[src/rtl/game_sequencer_n_pkg.sv]
// Shared definitions for the game sequencer: state encoding, coordinate widths,
// player spawn point and enemy roll helpers (roll_vy only with VERTICAL_DRIFT_EN).
package game_pkg;

    localparam int X_W = 8;
    localparam int Y_W = 7;

    localparam logic [X_W-1:0] PLAYER_X0 = 8'd72;
    localparam logic [Y_W-1:0] PLAYER_Y0 = 7'd52;

    typedef enum logic [3:0] {
        ST_LOAD   = 4'd0,
        ST_START  = 4'd1,
        ST_ERASE  = 4'd2,
        ST_DRAW   = 4'd3,
        ST_DETECT = 4'd4,
        ST_DEAD   = 4'd5,
        ST_IDLE   = 4'd6
    } state_e;

    // Speed is kept as its literal pixel step so the shift path needs no decode.
    function automatic logic [1:0] roll_speed(input logic [1:0] rnd);
        return rnd[1] ? 2'd2 : 2'd1;
    endfunction

`ifdef VERTICAL_DRIFT_EN
    function automatic logic signed [1:0] roll_vy(input logic [1:0] rnd);
        case (rnd)
            2'b00:   return -2'sd1;
            2'b01:   return 2'sd1;
            default: return 2'sd0;
        endcase
    endfunction
`endif

endpackage

[src/rtl/game_sequencer_n_if.sv]
// Bundle between the sequencer (master) and the sprite drawer / game environment (slave).
interface game_sequencer_n_if
    import game_pkg::*;
#(
    parameter int NUM_ENEMIES = 2
) ();

    localparam int SEL_W = $clog2(NUM_ENEMIES + 1);

    logic                         blow;
    logic                         update;
    logic                         continue_draw;
    logic [1:0]                   rand_val;
    logic                         draw_done;
    logic [X_W-1:0]               player_x;
    logic [Y_W-1:0]               player_y;
    logic [X_W*NUM_ENEMIES-1:0]   enemy_x;
    logic [Y_W*NUM_ENEMIES-1:0]   enemy_y;

    logic [SEL_W-1:0]             sprite_sel;
    logic                         load;
    logic [X_W-1:0]               load_x;
    logic [Y_W-1:0]               load_y;
    logic                         draw_en;
    logic                         erase;
    logic                         write_en;
    logic signed [2:0]            shift_x;
    logic signed [2:0]            shift_y;
    logic                         dead;
    logic [3:0]                   state;

    modport master (
        input  blow, update, continue_draw, rand_val, draw_done,
               player_x, player_y, enemy_x, enemy_y,
        output sprite_sel, load, load_x, load_y, draw_en, erase, write_en,
               shift_x, shift_y, dead, state
    );

    modport slave (
        output blow, update, continue_draw, rand_val, draw_done,
               player_x, player_y, enemy_x, enemy_y,
        input  sprite_sel, load, load_x, load_y, draw_en, erase, write_en,
               shift_x, shift_y, dead, state
    );

endinterface

[src/rtl/game_sequencer_n_box_overlap.sv]
// Axis-aligned overlap test between the player box and one enemy box.
module box_overlap
    import game_pkg::*;
#(
    parameter int SPR_W   = 16,
    parameter int SPR_H   = 16,
    parameter int ENEMY_H = 4
) (
    input  logic [X_W-1:0] px,
    input  logic [Y_W-1:0] py,
    input  logic [X_W-1:0] ex,
    input  logic [Y_W-1:0] ey,
    output logic           hit
);

    // One spare bit keeps edge sums near the right/bottom of the screen from wrapping.
    logic [8:0] px9, py9, ex9, ey9;

    assign px9 = {1'b0, px};
    assign ex9 = {1'b0, ex};
    assign py9 = {2'b00, py};
    assign ey9 = {2'b00, ey};

    assign hit = (ex9 <= px9 + 9'(SPR_W))
              && (ex9 + 9'(SPR_W) >= px9)
              && (ey9 <= py9 + 9'(SPR_H))
              && (ey9 + 9'(ENEMY_H) >= py9);

endmodule

[src/rtl/game_sequencer_n.sv]
// Game sequencer: spawns sprites, walks erase/draw passes, scans for collisions.
// Optional VERTICAL_DRIFT_EN gives each enemy a rolled vertical velocity.
module game_sequencer_n
    import game_pkg::*;
#(
    parameter int NUM_ENEMIES = 2,
    parameter int X_MAX       = 180,
    parameter int SPR_W       = 16,
    parameter int SPR_H       = 16,
    parameter int ENEMY_H     = 4
) (
    input  logic               clock,
    input  logic               reset,
    game_sequencer_n_if.master bus
);

    localparam int               SEL_W     = $clog2(NUM_ENEMIES + 1);
    localparam logic [SEL_W-1:0] LAST_SEL  = SEL_W'(NUM_ENEMIES);
    localparam logic [SEL_W-1:0] LAST_SCAN = SEL_W'(NUM_ENEMIES - 1);

    state_e           state_q, state_d;
    logic [SEL_W-1:0] sel_q, sel_d;
    logic [SEL_W-1:0] scan_q, scan_d;
    logic             first_pass_q, first_pass_d;
    logic             dead_pulsed_q, dead_pulsed_d;
    logic [1:0]       speed_q [NUM_ENEMIES];
    logic [1:0]       speed_d [NUM_ENEMIES];
`ifdef VERTICAL_DRIFT_EN
    logic signed [1:0] vy_q [NUM_ENEMIES];
    logic signed [1:0] vy_d [NUM_ENEMIES];
`endif

    logic [X_W-1:0]   ex [NUM_ENEMIES];
    logic [Y_W-1:0]   ey [NUM_ENEMIES];
    logic [X_W-1:0]   scan_x;
    logic [Y_W-1:0]   scan_y;
    logic             hit;

    logic             load_o, draw_en_o, erase_o, write_en_o, dead_o;
    logic [X_W-1:0]   load_x_o;
    logic [Y_W-1:0]   load_y_o;
    logic signed [2:0] shift_x_o, shift_y_o;

    always_comb begin
        for (int i = 0; i < NUM_ENEMIES; i++) begin
            ex[i] = bus.enemy_x[X_W*i +: X_W];
            ey[i] = bus.enemy_y[Y_W*i +: Y_W];
        end
    end

    // A single comparator is shared across the scan, one enemy per DETECT cycle.
    always_comb begin
        scan_x = '0;
        scan_y = '0;
        for (int i = 0; i < NUM_ENEMIES; i++) begin
            if (scan_q == SEL_W'(i)) begin
                scan_x = ex[i];
                scan_y = ey[i];
            end
        end
    end

    box_overlap #(
        .SPR_W   (SPR_W),
        .SPR_H   (SPR_H),
        .ENEMY_H (ENEMY_H)
    ) u_overlap (
        .px  (bus.player_x),
        .py  (bus.player_y),
        .ex  (scan_x),
        .ey  (scan_y),
        .hit (hit)
    );

    always_comb begin
        state_d       = state_q;
        sel_d         = sel_q;
        scan_d        = scan_q;
        first_pass_d  = first_pass_q;
        dead_pulsed_d = dead_pulsed_q;
        speed_d       = speed_q;
`ifdef VERTICAL_DRIFT_EN
        vy_d          = vy_q;
`endif
        load_o     = 1'b0;
        load_x_o   = '0;
        load_y_o   = '0;
        draw_en_o  = 1'b0;
        erase_o    = 1'b0;
        write_en_o = 1'b0;
        shift_x_o  = '0;
        shift_y_o  = '0;
        dead_o     = 1'b0;

        case (state_q)
            ST_LOAD: begin
                load_o = 1'b1;
                if (sel_q == '0) begin
                    load_x_o = PLAYER_X0;
                    load_y_o = PLAYER_Y0;
                end
                for (int i = 0; i < NUM_ENEMIES; i++) begin
                    if (sel_q == SEL_W'(i + 1)) begin
                        load_x_o = (i % 2 == 0) ? X_W'(0) : X_W'(X_MAX);
                        load_y_o = Y_W'((20 + 40 * i) % 120);
                    end
                end
                if (sel_q == LAST_SEL) begin
                    state_d      = ST_START;
                    sel_d        = '0;
                    first_pass_d = 1'b0;
                end else begin
                    sel_d = sel_q + SEL_W'(1);
                end
            end

            ST_START: begin
                draw_en_o  = 1'b1;
                write_en_o = 1'b1;
                if (bus.blow) begin
                    state_d = ST_ERASE;
                    sel_d   = '0;
                end
            end

            ST_ERASE: begin
                draw_en_o  = 1'b1;
                erase_o    = 1'b1;
                write_en_o = 1'b1;
                if (bus.draw_done) begin
                    if (first_pass_q) begin
                        if (sel_q == LAST_SEL) begin
                            state_d = ST_DETECT;
                            scan_d  = '0;
                        end else begin
                            sel_d = sel_q + SEL_W'(1);
                        end
                    end else begin
                        state_d = ST_DRAW;
                        // Enemies sitting on their far edge get a fresh speed as they are redrawn.
                        for (int i = 0; i < NUM_ENEMIES; i++) begin
                            if (sel_q == SEL_W'(i + 1)) begin
                                if ((i % 2 == 1) ? (ex[i] == '0) : (ex[i] >= X_W'(X_MAX))) begin
                                    speed_d[i] = roll_speed(bus.rand_val);
`ifdef VERTICAL_DRIFT_EN
                                    vy_d[i]    = roll_vy(bus.rand_val);
`endif
                                end
                            end
                        end
                    end
                end
            end

            ST_DRAW: begin
                draw_en_o  = 1'b1;
                write_en_o = 1'b1;
                if (sel_q == '0) begin
                    shift_y_o = bus.blow ? -3'sd1 : 3'sd1;
                end
                for (int i = 0; i < NUM_ENEMIES; i++) begin
                    if (sel_q == SEL_W'(i + 1)) begin
                        shift_x_o = (i % 2 == 1) ? -$signed({1'b0, speed_q[i]})
                                                 :  $signed({1'b0, speed_q[i]});
`ifdef VERTICAL_DRIFT_EN
                        shift_y_o = $signed({vy_q[i][1], vy_q[i]});
`endif
                    end
                end
                if (bus.draw_done) begin
                    if (sel_q == LAST_SEL) begin
                        state_d = ST_DETECT;
                        scan_d  = '0;
                    end else begin
                        state_d = ST_ERASE;
                        sel_d   = sel_q + SEL_W'(1);
                    end
                end
            end

            ST_DETECT: begin
                if (hit) begin
                    state_d       = ST_DEAD;
                    sel_d         = '0;
                    dead_pulsed_d = 1'b0;
                end else if (scan_q == LAST_SCAN) begin
                    state_d = ST_IDLE;
                end else begin
                    scan_d = scan_q + SEL_W'(1);
                end
            end

            ST_DEAD: begin
                dead_o        = 1'b1;
                write_en_o    = 1'b1;
                dead_pulsed_d = 1'b1;
                if (!dead_pulsed_q) begin
                    load_o   = 1'b1;
                    load_x_o = bus.player_x;
                    load_y_o = bus.player_y;
                end
            end

            ST_IDLE: begin
                if (bus.update && bus.continue_draw) begin
                    state_d = ST_ERASE;
                    sel_d   = '0;
                end
            end

            default: begin
                state_d = ST_LOAD;
                sel_d   = '0;
            end
        endcase
    end

    always_ff @(posedge clock) begin
        if (reset) begin
            state_q       <= ST_LOAD;
            sel_q         <= '0;
            scan_q        <= '0;
            first_pass_q  <= 1'b1;
            dead_pulsed_q <= 1'b0;
            for (int i = 0; i < NUM_ENEMIES; i++) begin
                speed_q[i] <= 2'd1;
`ifdef VERTICAL_DRIFT_EN
                vy_q[i]    <= 2'sd0;
`endif
            end
        end else begin
            state_q       <= state_d;
            sel_q         <= sel_d;
            scan_q        <= scan_d;
            first_pass_q  <= first_pass_d;
            dead_pulsed_q <= dead_pulsed_d;
            speed_q       <= speed_d;
`ifdef VERTICAL_DRIFT_EN
            vy_q          <= vy_d;
`endif
        end
    end

    // Strobes are held quiet while reset is asserted so an interrupted sprite gets no further writes.
    assign bus.sprite_sel = sel_q;
    assign bus.state      = state_q;
    assign bus.load       = load_o & ~reset;
    assign bus.load_x     = load_x_o;
    assign bus.load_y     = load_y_o;
    assign bus.draw_en    = draw_en_o & ~reset;
    assign bus.erase      = erase_o & ~reset;
    assign bus.write_en   = write_en_o & ~reset;
    assign bus.dead       = dead_o & ~reset;
    assign bus.shift_x    = reset ? 3'sd0 : shift_x_o;
    assign bus.shift_y    = reset ? 3'sd0 : shift_y_o;

endmodule

[src/flat_wrapper.sv]
// flat-port wrapper written by rule: the top's interface ports become plain ports
module game_sequencer_n_flat import game_pkg::*;
#(
    parameter int NUM_ENEMIES = 2,
    parameter int X_MAX       = 180,
    parameter int SPR_W       = 16,
    parameter int SPR_H       = 16,
    parameter int ENEMY_H     = 4
)
  (clock, reset, bus_blow, bus_update, bus_continue_draw, bus_rand_val, bus_draw_done, bus_player_x, bus_player_y, bus_enemy_x, bus_enemy_y, bus_sprite_sel, bus_load, bus_load_x, bus_load_y, bus_draw_en, bus_erase, bus_write_en, bus_shift_x, bus_shift_y, bus_dead, bus_state);
  game_sequencer_n_if #(.NUM_ENEMIES(NUM_ENEMIES)) bus_i ();
  input  logic clock;
  input  logic reset;
  input wire logic [$bits(bus_i.blow)-1:0] bus_blow;
  input wire logic [$bits(bus_i.update)-1:0] bus_update;
  input wire logic [$bits(bus_i.continue_draw)-1:0] bus_continue_draw;
  input wire logic [$bits(bus_i.rand_val)-1:0] bus_rand_val;
  input wire logic [$bits(bus_i.draw_done)-1:0] bus_draw_done;
  input wire logic [$bits(bus_i.player_x)-1:0] bus_player_x;
  input wire logic [$bits(bus_i.player_y)-1:0] bus_player_y;
  input wire logic [$bits(bus_i.enemy_x)-1:0] bus_enemy_x;
  input wire logic [$bits(bus_i.enemy_y)-1:0] bus_enemy_y;
  output wire logic [$bits(bus_i.sprite_sel)-1:0] bus_sprite_sel;
  output wire logic [$bits(bus_i.load)-1:0] bus_load;
  output wire logic [$bits(bus_i.load_x)-1:0] bus_load_x;
  output wire logic [$bits(bus_i.load_y)-1:0] bus_load_y;
  output wire logic [$bits(bus_i.draw_en)-1:0] bus_draw_en;
  output wire logic [$bits(bus_i.erase)-1:0] bus_erase;
  output wire logic [$bits(bus_i.write_en)-1:0] bus_write_en;
  output wire logic [$bits(bus_i.shift_x)-1:0] bus_shift_x;
  output wire logic [$bits(bus_i.shift_y)-1:0] bus_shift_y;
  output wire logic [$bits(bus_i.dead)-1:0] bus_dead;
  output wire logic [$bits(bus_i.state)-1:0] bus_state;
  assign bus_i.blow = bus_blow;
  assign bus_i.update = bus_update;
  assign bus_i.continue_draw = bus_continue_draw;
  assign bus_i.rand_val = bus_rand_val;
  assign bus_i.draw_done = bus_draw_done;
  assign bus_i.player_x = bus_player_x;
  assign bus_i.player_y = bus_player_y;
  assign bus_i.enemy_x = bus_enemy_x;
  assign bus_i.enemy_y = bus_enemy_y;
  assign bus_sprite_sel = bus_i.sprite_sel;
  assign bus_load = bus_i.load;
  assign bus_load_x = bus_i.load_x;
  assign bus_load_y = bus_i.load_y;
  assign bus_draw_en = bus_i.draw_en;
  assign bus_erase = bus_i.erase;
  assign bus_write_en = bus_i.write_en;
  assign bus_shift_x = bus_i.shift_x;
  assign bus_shift_y = bus_i.shift_y;
  assign bus_dead = bus_i.dead;
  assign bus_state = bus_i.state;
  game_sequencer_n #(.NUM_ENEMIES(NUM_ENEMIES), .X_MAX(X_MAX), .SPR_W(SPR_W), .SPR_H(SPR_H), .ENEMY_H(ENEMY_H)) u_core (.clock(clock), .reset(reset), .bus(bus_i));
endmodule
[config.mk]
export PLATFORM = sky130hd
export DESIGN_NAME = game_sequencer_n_flat
export DESIGN_NICKNAME = d
export VERILOG_FILES = /design/src/rtl/game_sequencer_n_pkg.sv /design/src/rtl/game_sequencer_n_if.sv /design/src/rtl/game_sequencer_n_box_overlap.sv /design/src/rtl/game_sequencer_n.sv /design/src/flat_wrapper.sv
export SDC_FILE = /design/constraint.sdc
export NUM_CORES = 1
export LEC_CHECK = 0
export CAP_MARGIN = 25
export CORE_AREA = 3 3 79 81
export DETAILED_ROUTE_END_ITERATION = 10
export DIE_AREA = 0 0 82 84
export GPL_TIMING_DRIVEN = 1
export HOLD_SLACK_MARGIN = 0.08
export PLACE_DENSITY = 0.74
export SETUP_SLACK_MARGIN = 0.5
export SLEW_MARGIN = 20
export SYNTH_ARGS = -nofsm -noshare
export SYNTH_HDL_FRONTEND = slang
export SYNTH_HIERARCHICAL = 1
export SYNTH_SLANG_ARGS = --single-unit
[constraint.sdc]
create_clock -name clock -period 4.12 [get_ports clock]
set_clock_uncertainty 0.1 [all_clocks]
set_input_delay 0.412 -clock clock [delete_from_list [all_inputs] [get_ports clock]]
set_output_delay 0.412 -clock clock [all_outputs]
set_load 0.02 [all_outputs]
Word-level counts from Yosys, hierarchy flattened
Index checks and enable logic that the tools add are counted.

word-level totals
  flip-flop bits (word level) = 14
  input port bits = 53
  output and inout bits = 32
  word-level logic and storage cells = 124

cells by class
  $add $sub $neg = 7
  magnitude comparators = 5
  eq/ne operators = 20
  mux-type cells = 58
  bitwise logic cells = 8
  reduce and logical (&&, ||, !) cells = 19

operator list
  kind                   count
  $mux W4                9
  $mux W7                5
  $mux W2                16
  $mux W8                4
  $pmux W4 S7            1
  $mux W3                8
  $add A8 B5 Y9 const B  2
  $mux W6                3
  $pmux W8 S2            1
  $pmux W2 S7            1
  $pmux W7 S2            1
  $eq A4 B3 Y1 const B   3
  $ne A2 B2 Y1 const B   5
  $reduce_and A5 Y1      2
  $ge A9 B8 Y1           1
  $le A8 B9 Y1           1
  $add A7 B3 Y8 const B  1
  $add A7 B5 Y8 const B  1
  $eq A4 B2 Y1 const B   2
  $ge A8 B7 Y1           1
  $ge A8 B8 Y1 const B   1
  $le A7 B8 Y1           1
  $logic_not A8 Y1       1
  $ne A2 B1 Y1 const B   4
  other kinds (23)       42

Logic depth before layout (Yosys ltp)
Gate-level depths: netlist of the first run.

  depth after elaboration = 10
  depth in mapped cells = 18
  mapped depth without buffers = 16

Hierarchy
The synthesis of the first run kept the hierarchy.

by module, submodules not included
  module            times used  cells an instance  area each (um2)  seq. area each (um2)
  game_sequencer_n  1           185                1406.3           260.2
  box_overlap       1           98                 783.3            0.0

Least setup slack after synthesis of the first run
No wires, ideal clock.

  path kind = register -> register
  start = reg u_core.scan_q[1]
  end = reg u_core.state_q[2], in the netlist u_core/bus.state[2]
  library setup time = 0.121 ns
  arrival = 3.688 ns
  data required time = 3.899 ns
  setup slack = 0.211 ns
  stages on the path, launching flop included = 19
  path buffers = 2
  clock period less this slack = 3.909 ns
  cell sequence = dfxtp_1 inv_1 ha_1 clkbuf_1 nor2b_1 clkbuf_1 a22o_1 nand3_1 xnor2_1 ha_1 a21o_1 a221oi_1 o21a_1 a211oi_1 o211a_1 nor4b_2 and2_1 a211o_4 mux2_4

between the ends
  elaborated cells between the ends (all ways) = 19
  classes of those cells = add/sub (2); order compare (4); eq/ne (2); mux (6); reduce/logical (5)

RTL lines
  what                                                               RTL line                                                                RTL
  start: declaration                                                 game_sequencer_n.sv:23                                                  logic [SEL_W-1:0] scan_q, scan_d;
  start signal: assignment                                           game_sequencer_n.sv:234                                                 scan_q <= scan_d;
  $logic_not A2 Y1                                                   game_sequencer_n.sv:56                                                  if (scan_q == SEL_W'(i)) begin
  $mux W7                                                            game_sequencer_n.sv:56
  $mux W7 (*)                                                        game_sequencer_n.sv:56
  named net u_core.scan_y[4]                                         game_sequencer_n.sv:36                                                  logic [Y_W-1:0] scan_y;
  $add A7 B3 Y8 / $le A7 B8 Y1 (equally long branches)               game_sequencer_n_box_overlap.sv:27, game_sequencer_n_box_overlap.sv:26
  $ge A8 B7 Y1 / $logic_and A1 B1 Y1 (equally long branches)         game_sequencer_n_box_overlap.sv:27, game_sequencer_n_box_overlap.sv:26
  $logic_and A1 B1 Y1 (*)                                            game_sequencer_n_box_overlap.sv:27                                      && (ey9 + 9'(ENEMY_H) >= py9);
  named net u_core.hit                                               game_sequencer_n.sv:37                                                  logic hit;
  $ne A3 B1 Y1 (no line) / $mux W4 (equally long branches)           -
  $reduce_and A8 Y1 (no line) / $pmux W4 S7 (equally long branches)  -
  end signal: assignment                                             game_sequencer_n.sv:232                                                 state_q <= state_d;
  end: declaration                                                   game_sequencer_n.sv:21                                                  state_e state_q, state_d;

The timed path passes the listed nets; every way through them passes the cells marked *.
A chain may end at the register's enable or synchronous reset.

Final worst setup path of the first run
  start = reg u_core.scan_q[0]
  end = reg u_core.state_q[2], in the netlist u_core/bus.state[2]

Same word-level chain as after synthesis.

==> metrics.md, run 1 <==
| Metric | Value |
|---|---|
| Total track usage | `a little under 20%` |
| Placer Congestion | `approximately 0.83` |
| CP endpoint | `u_core/bus.state[2]$_SDFFE_PP0P_` |
| Core Util, Final | `60.2%` |
| Max-slew headroom | `between 50% and 60%` |
| Crit Path Max Fanout | `5` |
| Clock slew at reported path FFs | `~0.060 ns` |
| Crit path time final | `about 3.5 ns` |
| Starting DRT DRC Count | `slightly above 90` |
| Largest net degree at the start of global routing | `26` |
| Crit end category | `register` |
| DIE WIDTH | `slightly above 80 µm` |
| Pre-antenna DRT Iters | `4` |
| Worst Setup SP | `u_core/scan_q[0]$_SDFFE_PP0P_` |
| Finished Layout Cells | `between 400 and 500` |
| Internal Power | `0.576 mW` |
| Sw Ratio | `~45%` |
| RSZ-0062 raised after global routing | `no` |
| Sequential share of the synthesized area | `11.9%` |
| Clock Sinks | `13` |
| Die area | `slightly below 7000 µm²` |
| Wirelength, routed | `roughly 6.7 mm` |
| Worst-case clock buffer depth | `2` |
| Crit path DAT | `3.56 ns` |
| Num rows | `27` |
| Critical path depth | `17` |
| Most frequent cells in the layout | `82 x clkdlybuf4s50_1, 32 x ha_1, 31 x inv_1` |
| Most common cell after layout, fill and taps aside | `clkdlybuf4s50_1` |
| Leakage | `~1.5 nW` |
| Max frequency | `between 200 and 300 MHz` |
| CP required | `4.15 ns` |
| Root buffer cell | `clkbuf_8` |
| Port Buffer Count | `approximately 80` |
| Synth warn | `6` |
| Hold_buf cts | `0` |
| Routed vias | `2336` |
| Crit path cell chain | `inv_2 -> ha_2 -> nor2b_4 -> buf_6 -> a22o_4 -> ha_4 -> nand3_1 -> xnor2_1 -> ha_1 -> o2111ai_1 -> o21a_1 -> a211oi_2 -> o211a_1 -> nor4b_4 -> and2_4 -> a211o_4 -> mux2_4` |
| Nature of the critical path startpoint | `register` |
| Critical R2R Capture | `u_core/bus.state[2]$_SDFFE_PP0P_` |
| Layout cells sized above 1 | `between 15 and 20%` |
| Count of different cell masters after synthesis | `59` |
| Max-cap violations | `0` |
| Depth of the most critical reg-to-reg path | `17` |
| Post-synth EDFFs | `0` |
| Worst-skew pair later-pin latency | `around 0.24 ns` |
| Die Y | `around 84 µm` |
| PD cells | `around 310 nW/µm²` |
| Syn_nets | `~370` |
| Post-Syn Area | `approximately 2200 µm²` |
| DR DRC count | `0` |
| CP delay by family, top | `compound AO/OA/AOI/OAI gates` |
| Reg2Reg Setup Slack | `about 0.6 ns` |
| FF+latch count, synth | `13` |
| CTS buffer count | `3` |
| Global-route wire length before repair | `about 11 mm` |
| Max-slew violation count | `0` |
| Clk pwr share | `approximately 11%` |
| Wire per inst | `~15 µm` |
| Vias in the first global route | `around 2400` |
| Final nets | `459` |
| Worst Hold Class | `reg2reg` |
| Dpl cells | `~430` |
| Synth Flop Type | `dfxtp_1` |
| Status | `complete, no violations` |
| Crit path buf inv count | `2` |
| CTS tree | `yes` |
| Final hold violation count | `0` |
| Worst path max stage delay | `~0.35 ns` |
| DR vias/cell | `5.30` |
| Worst r2r src | `u_core/scan_q[0]$_SDFFE_PP0P_` |
| Final setup fails | `0` |
| Comb pwr share | `slightly above 70%` |
| Slowest CP cell | `dfxtp_2` |
| H-tree Lvls | `1` |
| Fin Setup TNS | `0 ns` |
| VDD IR max | `0.329 mV` |
| NetSw | `between 0.4 and 0.5 mW` |
| Kind of critical path | `reg2reg` |
| Antenna cell count | `0` |
| Fraction of the cycle the final worst path needs | `85.7%` |
| GRT overflow | `0` |
| Final ANT Viol Nets | `0` |
| Post-synth ARST share | `0%` |
| Initial antenna violation count | `0` |
| Post-DP HPWL | `~5.2 mm` |
| Num ports | `between 80 and 90` |
| Least-Margin Pin Slew | `between 0.6 and 0.7 ns` |
| Initial core utilization | `roughly 40%` |
| Gate count of the mapped netlist | `around 280` |
| Syn_area_per_cell | `7.74 µm²` |
| Flop pwr share | `between 10% and 20%` |
| Area Overhead vs Synth | `52.3%` |
| CORE AREA | `about 5500 µm²` |
## state kept, by name, indices dropped and copies added (netlist names)
name	count
u_core/bus.sprite_sel	2
u_core/speed_q	4
u_core/bus.state	3
u_core/scan_q	2
u_core/dead_pulsed_q	1
u_core/first_pass_q	1
## cell families after synthesis
| logic type | count (synthesis) | synth area share [%] |
|---|---|---|
| and+or+nand+nor | 102 | 26.2 |
| AOI/OAI and AO/OA | 66 | 23.4 |
| buffers and inverters | 46 | 9.03 |
| adders and majority gates | 36 | 20.6 |
| DFF | 13 | 11.9 |
| muxes | 11 | 5.54 |
| xor gates and xnor gates | 8 | 3.20 |
| other | 1 | 0.171 |
## power groups by stage
stage	Clock [mW]	Sequential, mW	Combinational (mW)
5_1_grt	0.126	0.175	0.818
3_5_place_dp	0	0.173	0.697
3_3_place_gp	0	0.172	0.689
6_report	0.114	0.171	0.755
4_1_cts	0.117	0.170	0.731
2_1_floorplan	0	0.177	0.418
## synthesized netlist by cell type, types with 3 or more instances
cell type	number	share of area [%]
nor2b_1	4	1.1
xnor2_1	6	2.4
o21ai_0	12	2.7
nor3_1	6	1.4
a21oi_1	10	2.3
mux2i_1	5	2.3
ha_1	36	21
inv_1	33	5.7
buf_4	4	1.4
a22oi_1	4	1.4
a22o_1	14	5.6
nand2_1	26	4.5
mux2_2	4	2.1
clkbuf_1	5	0.86
o21a_1	3	1.0
dfxtp_1	13	12
and2_1	8	2.3
nand3_1	9	2.1
a21o_1	5	1.7
nand2b_1	7	2.0
nor2_1	22	3.8
## worst register-to-register path: stages, from the launching register on
cell and delay [ns]:
dfxtp_2 0.35, inv_2 0.04, ha_2 0.17, nor2b_4 0.14
buf_6 0.12, a22o_4 0.25, ha_4 0.17, nand3_1 0.09
xnor2_1 0.08, ha_1 0.31, o2111ai_1 0.11, o21a_1 0.21
a211oi_2 0.19, o211a_1 0.24, nor4b_4 0.07, and2_4 0.19
a211o_4 0.29, mux2_4 0.30
## per-layer routing
metal  GRT usage [%]  routed length [µm]
met1            23.9                2850
met2            34.4                3450
met3            2.59                 361
met4            4.08                  85
met5               0                   0
## how the worst min path moves through the flow
stage / startpoint / end / slack (ns) / cells after the start
global route: u_core/speed_q[2]$_SDFFE_PP1P_ / u_core/speed_q[2]$_SDFFE_PP1P_ / 0.40 / 2
global placement: u_core/dead_pulsed_q$_SDFFE_PP0P_ / u_core/dead_pulsed_q$_SDFFE_PP0P_ / 0.34 / 2
finish: u_core/dead_pulsed_q$_SDFFE_PP0P_ / u_core/dead_pulsed_q$_SDFFE_PP0P_ / 0.36 / 2
floorplan: u_core/dead_pulsed_q$_SDFFE_PP0P_ / u_core/dead_pulsed_q$_SDFFE_PP0P_ / 0.34 / 2
CTS: u_core/dead_pulsed_q$_SDFFE_PP0P_ / u_core/dead_pulsed_q$_SDFFE_PP0P_ / 0.37 / 2
detailed placement: u_core/dead_pulsed_q$_SDFFE_PP0P_ / u_core/dead_pulsed_q$_SDFFE_PP0P_ / 0.36 / 2
## per-stage QoR
stage / cell area [µm²] / setup slack (ns) / power, mW / hold slack, ns
2_1_floorplan: 2220 / 0.532 / 0.596 / 0.337
3_3_place_gp: 3080 / 0.314 / 0.861 / 0.343
3_5_place_dp: 3080 / 0.263 / 0.870 / 0.358
4_1_cts: 3250 / 0.525 / 1.02 / 0.367
5_1_grt: 3330 / 0.485 / 1.12 / 0.399
6_report: 3330 / 0.590 / 1.04 / 0.364
## cell type report
cell class | instances | area [µm²]
clock buffers | 4 | 45.0
well taps | 72 | 90.1
inverters | 33 | 124
repair buffers | 95 | 937
flip-flops and latches | 13 | 263
multi-input cells | 224 | 1880
fillers | 516 | 2210
## repair_timing
action	4_1_cts	5_1_grt
pin swaps	6	16
setup buffers	7	1
endpoints found under the setup margin	5	7
resized for setup	14	20
Power figures use the tool's default switching activity.
==> run 2, diff against run 1 <==
--- a/config.mk
+++ b/config.mk
@@ -6,9 +6,10 @@
 export NUM_CORES = 1
 export LEC_CHECK = 0
 export CAP_MARGIN = 25
-export CORE_AREA = 3 3 79 81
+export CORE_AREA = 3 3 82 76
+export CTS_CLUSTER_SIZE = 40
 export DETAILED_ROUTE_END_ITERATION = 10
-export DIE_AREA = 0 0 82 84
+export DIE_AREA = 0 0 85 79
 export GPL_TIMING_DRIVEN = 1
 export HOLD_SLACK_MARGIN = 0.08
 export PLACE_DENSITY = 0.74
@@ -16,5 +17,4 @@
 export SLEW_MARGIN = 20
 export SYNTH_ARGS = -nofsm -noshare
 export SYNTH_HDL_FRONTEND = slang
-export SYNTH_HIERARCHICAL = 1
 export SYNTH_SLANG_ARGS = --single-unit
==> run 2 against run 1 <==
Net effect:
- sequential share of layout area up 0.71 points
- utilization down 3.3 points
- area after synthesis down 3.0%
- first-iteration DRC count up 7.6%
- combinational power down 22%
- critical path type unchanged
- fmax up 2.4%
==> metrics.md, run 2 <==
| Metric | Value |
|---|---|
| Max frequency | `290 MHz (+2.4%)` |
| Max-slew violation count | `0 (unchanged)` |
| CTS buffer count | `3 (unchanged)` |
| CP required | `4.16 ns (about the same)` |
| Final nets | `482 (+5.0%)` |
| Post-synth ARST share | `0% (unchanged)` |
| Port Buffer Count | `82 (unchanged)` |
| Gate count of the mapped netlist | `320 (+13%)` |
| Fraction of the cycle the final worst path needs | `83.7% (-2.0 points)` |
| Kind of critical path | `reg2reg` |
| Final WS setup | `0.672 ns (+0.0823 ns)` |
| Clock slew at reported path FFs | `0.06 ns (about the same)` |
| Sequential share of the synthesized area | `12.3% (+0.37 points)` |
| Most frequent cells in the layout | `82 x clkdlybuf4s50_1, 55 x nand2_1, 34 x inv_1` |
| Design Area, Final | `3040 µm² (-8.7%)` |
| DR DRC count | `0 (unchanged)` |
| Dpl cells | `457 (+6.5%)` |
| Syn_area_per_cell | `6.64 µm² (-14%)` |
| Die area | `6720 µm² (-2.5%)` |
| Layout cells sized above 1 | `4.06% (-11 points)` |
| WHS | `0.372 ns (+0.00837 ns)` |
| VDD IR max | `0.266 mV (-19%)` |
| Vias in the first global route | `2333 (-3.6%)` |
| Post-synth EDFFs | `0 (unchanged)` |
| Worst Hold Class | `reg2reg` |
| Crit end category | `register` |
| GRT overflow | `0 (unchanged)` |
| Global-route wire length before repair | `10.5 mm (-2.4%)` |
| Routed vias | `2459 (+5.3%)` |
| Pre-CTS WS | `0.584 ns (+0.321 ns)` |
| Multi-input gate area | `1680 µm² (-11%)` |
| Fill count | `496 (-3.9%)` |
| Met3 Routed Length | `411 µm (+14%)` |
| Routed metal-1 wirelength | `3.11 mm (+9.2%)` |
| Initial antenna violation count | `0 (unchanged)` |
| Crit path DAT | `3.48 ns (-0.08 ns)` |
| Post-Syn Area | `2120 µm² (-3.0%)` |
| Final hold violation count | `0 (unchanged)` |
| Crit Path Max Fanout | `11 (+6)` |
| RSZ-0062 raised after global routing | `yes` |
| Synth Flop Type | `dfxtp_1` |
| CTS tree | `yes` |
| Met2 wire len | `2.91 mm (-16%)` |
| FF+latch count, synth | `13 (unchanged)` |
| Reg2Reg Setup Slack | `0.67 ns (+0.08 ns)` |
| Final setup fails | `0 (unchanged)` |
| Root buffer cell | `clkbuf_8` |
| Post-synth top cells | `55 x nand2_1, 34 x ha_1, 34 x inv_1` |
| H-tree Lvls | `1 (unchanged)` |
| Least-Margin Pin Slew | `0.577 ns (-0.0707 ns)` |
| PD cells | `289 nW/µm² (-7.5%)` |
| Max-slew headroom | `61.5% (+5.0 points)` |
| DR vias/cell | `5.33 (+0.70%)` |
| Area Overhead vs Synth | `43.4%` |
| Top layer reached by signal wires | `met4` |
| Reg area | `262 µm² (-0.48%)` |
| Initial core utilization | `39.7% (+0.17 points)` |
| Total track usage | `18.6% (-0.63 points)` |
| Wirelength, routed | `6.48 mm (-4.0%)` |
| Finished Layout Cells | `461 (+4.5%)` |
| Post-DP HPWL | `5.35 mm (+3.4%)` |
| Synth top area cells | `ha_1 20%, dfxtp_1 12%, nand2_1 9.7%, inv_1 6.0%, o21ai_0 5.9%` |
| Most common cell in the synthesized netlist | `nand2_1` |
| Most common cell after layout, fill and taps aside | `clkdlybuf4s50_1` |
| CORE AREA | `5350 µm² (-3.5%)` |
| Antenna cell count | `0 (unchanged)` |
| Crit path time final | `3.45 ns (-0.0823 ns)` |
| Top cell type's share of synthesized area | `20.0% (-0.54 points)` |
| Placed inst area | `2980 µm² (-3.2%)` |
| Synth warn | `0 (-6)` |
| Pre-antenna DRT Iters | `4 (unchanged)` |
| Nature of the critical path startpoint | `register` |
| Num rows | `25 (-7.4%)` |
| Fin Setup TNS | `0 ns (unchanged)` |
| Biggest register | `u_core.speed_q` |
| Die Y | `79 µm (-6.0%)` |
| Syn_nets | `407 (+9.4%)` |
| Largest net degree at the start of global routing | `23 (-12%)` |
| Worst-skew pair later-pin latency | `0.24 ns (about the same)` |
| Final ANT Viol Nets | `0 (unchanged)` |
| Max FFs per register | `4 (unchanged)` |
| Num ports | `85 (unchanged)` |
| Starting DRT DRC Count | `99 (+7.6%)` |
| Worst-case clock buffer depth | `2 (unchanged)` |
| Hold_buf cts | `0 (unchanged)` |
| DIE WIDTH | `85 µm (+3.7%)` |
| Top cell type by total area after synthesis | `ha_1` |
| Leakage | `1.35 nW (-10%)` |
| Wire per inst | `14.0 µm (-8.1%)` |
| Placer Congestion | `0.840 (+1.2%)` |
| Status | `complete, no violations` |
| Clock Sinks | `13 (unchanged)` |
| Count of different cell masters after synthesis | `48 (-19%)` |
| Max-cap violations | `0 (unchanged)` |
-- run 2: layer usage --
metal  global-route usage (%)  vias to the layer above
li1                         -                     1263
met1                     25.8                     1101
met2                     30.7                       89
met3                     2.70                        6
met4                     3.32                        0
met5                        0                        -
-- run 2: metrics by stage --
step | power [mW] | utilization, %
after floorplan | 0.503 | -
after global placement | 0.751 | 55.7
after detailed placement | 0.760 | 55.7
after global routing | 0.946 | 56.9
after CTS | 0.877 | 56.6
final | 0.878 | 56.9
-- run 2: worst max-delay path, stage by stage, from the launching register on --
cell	delay, ns
dfxtp_1	0.42
inv_1	0.08
ha_2	0.27
buf_4	0.19
nand3b_1	0.08
and2_4	0.16
inv_1	0.05
ha_1	0.21
xor2_1	0.17
ha_1	0.31
a211oi_1	0.24
o21ai_0	0.12
o221ai_1	0.17
nand2_1	0.09
and4_2	0.30
o2bb2ai_2	0.15
a22o_1	0.23
-- run 2: layout make-up --
class,count,share of cell area [%]
multi-input cells,257,55.0
repair buffers,86,27.9
flip-flops and latches,13,8.59
inverters,34,4.19
well taps,67,2.75
clock buffers,4,1.48
-- run 2: path summary, 6_finish.rpt --
path	start	end	depth (start not counted)
max reg2reg	u_core.scan_q[0]$_SDFFE_PP0P_	u_core.scan_q[0]$_SDFFE_PP0P_	16
min reg2reg	u_core.scan_q[1]$_SDFFE_PP0P_	u_core.scan_q[1]$_SDFFE_PP0P_	1
min	u_core.scan_q[1]$_SDFFE_PP0P_	u_core.scan_q[1]$_SDFFE_PP0P_	1
max	u_core.scan_q[0]$_SDFFE_PP0P_	u_core.scan_q[0]$_SDFFE_PP0P_	16
-- run 2: power breakdown --
part | switching (mW) | leakage, nW | internal (mW) | total, mW
Combinational | 0.313 | 1.22 | 0.277 | 0.591
Sequential | 0.0293 | 0.106 | 0.140 | 0.170
Clock | 0.0496 | 0.0228 | 0.0683 | 0.118
Total | 0.392 | 1.35 | 0.486 | 0.878
-- run 2: logic make-up (layout without fill, tap and decap cells) --
group	after synthesis	after routing	share of synthesized area, %
fa+ha+maj	34	34	20.0
compound gates	77	77	23.2
mux	4	4	1.89
xor+xnor	9	9	3.71
simple gates	132	132	29.1
other cells	1	1	0.177
buf+inv	50	124	9.60
flops	13	13	12.3
-- run 2: timing repair --
item | CTS | global route
resized for setup | 0 | 8
setup endpoints to repair | 0 | 16
buffers inserted | 0 | 0
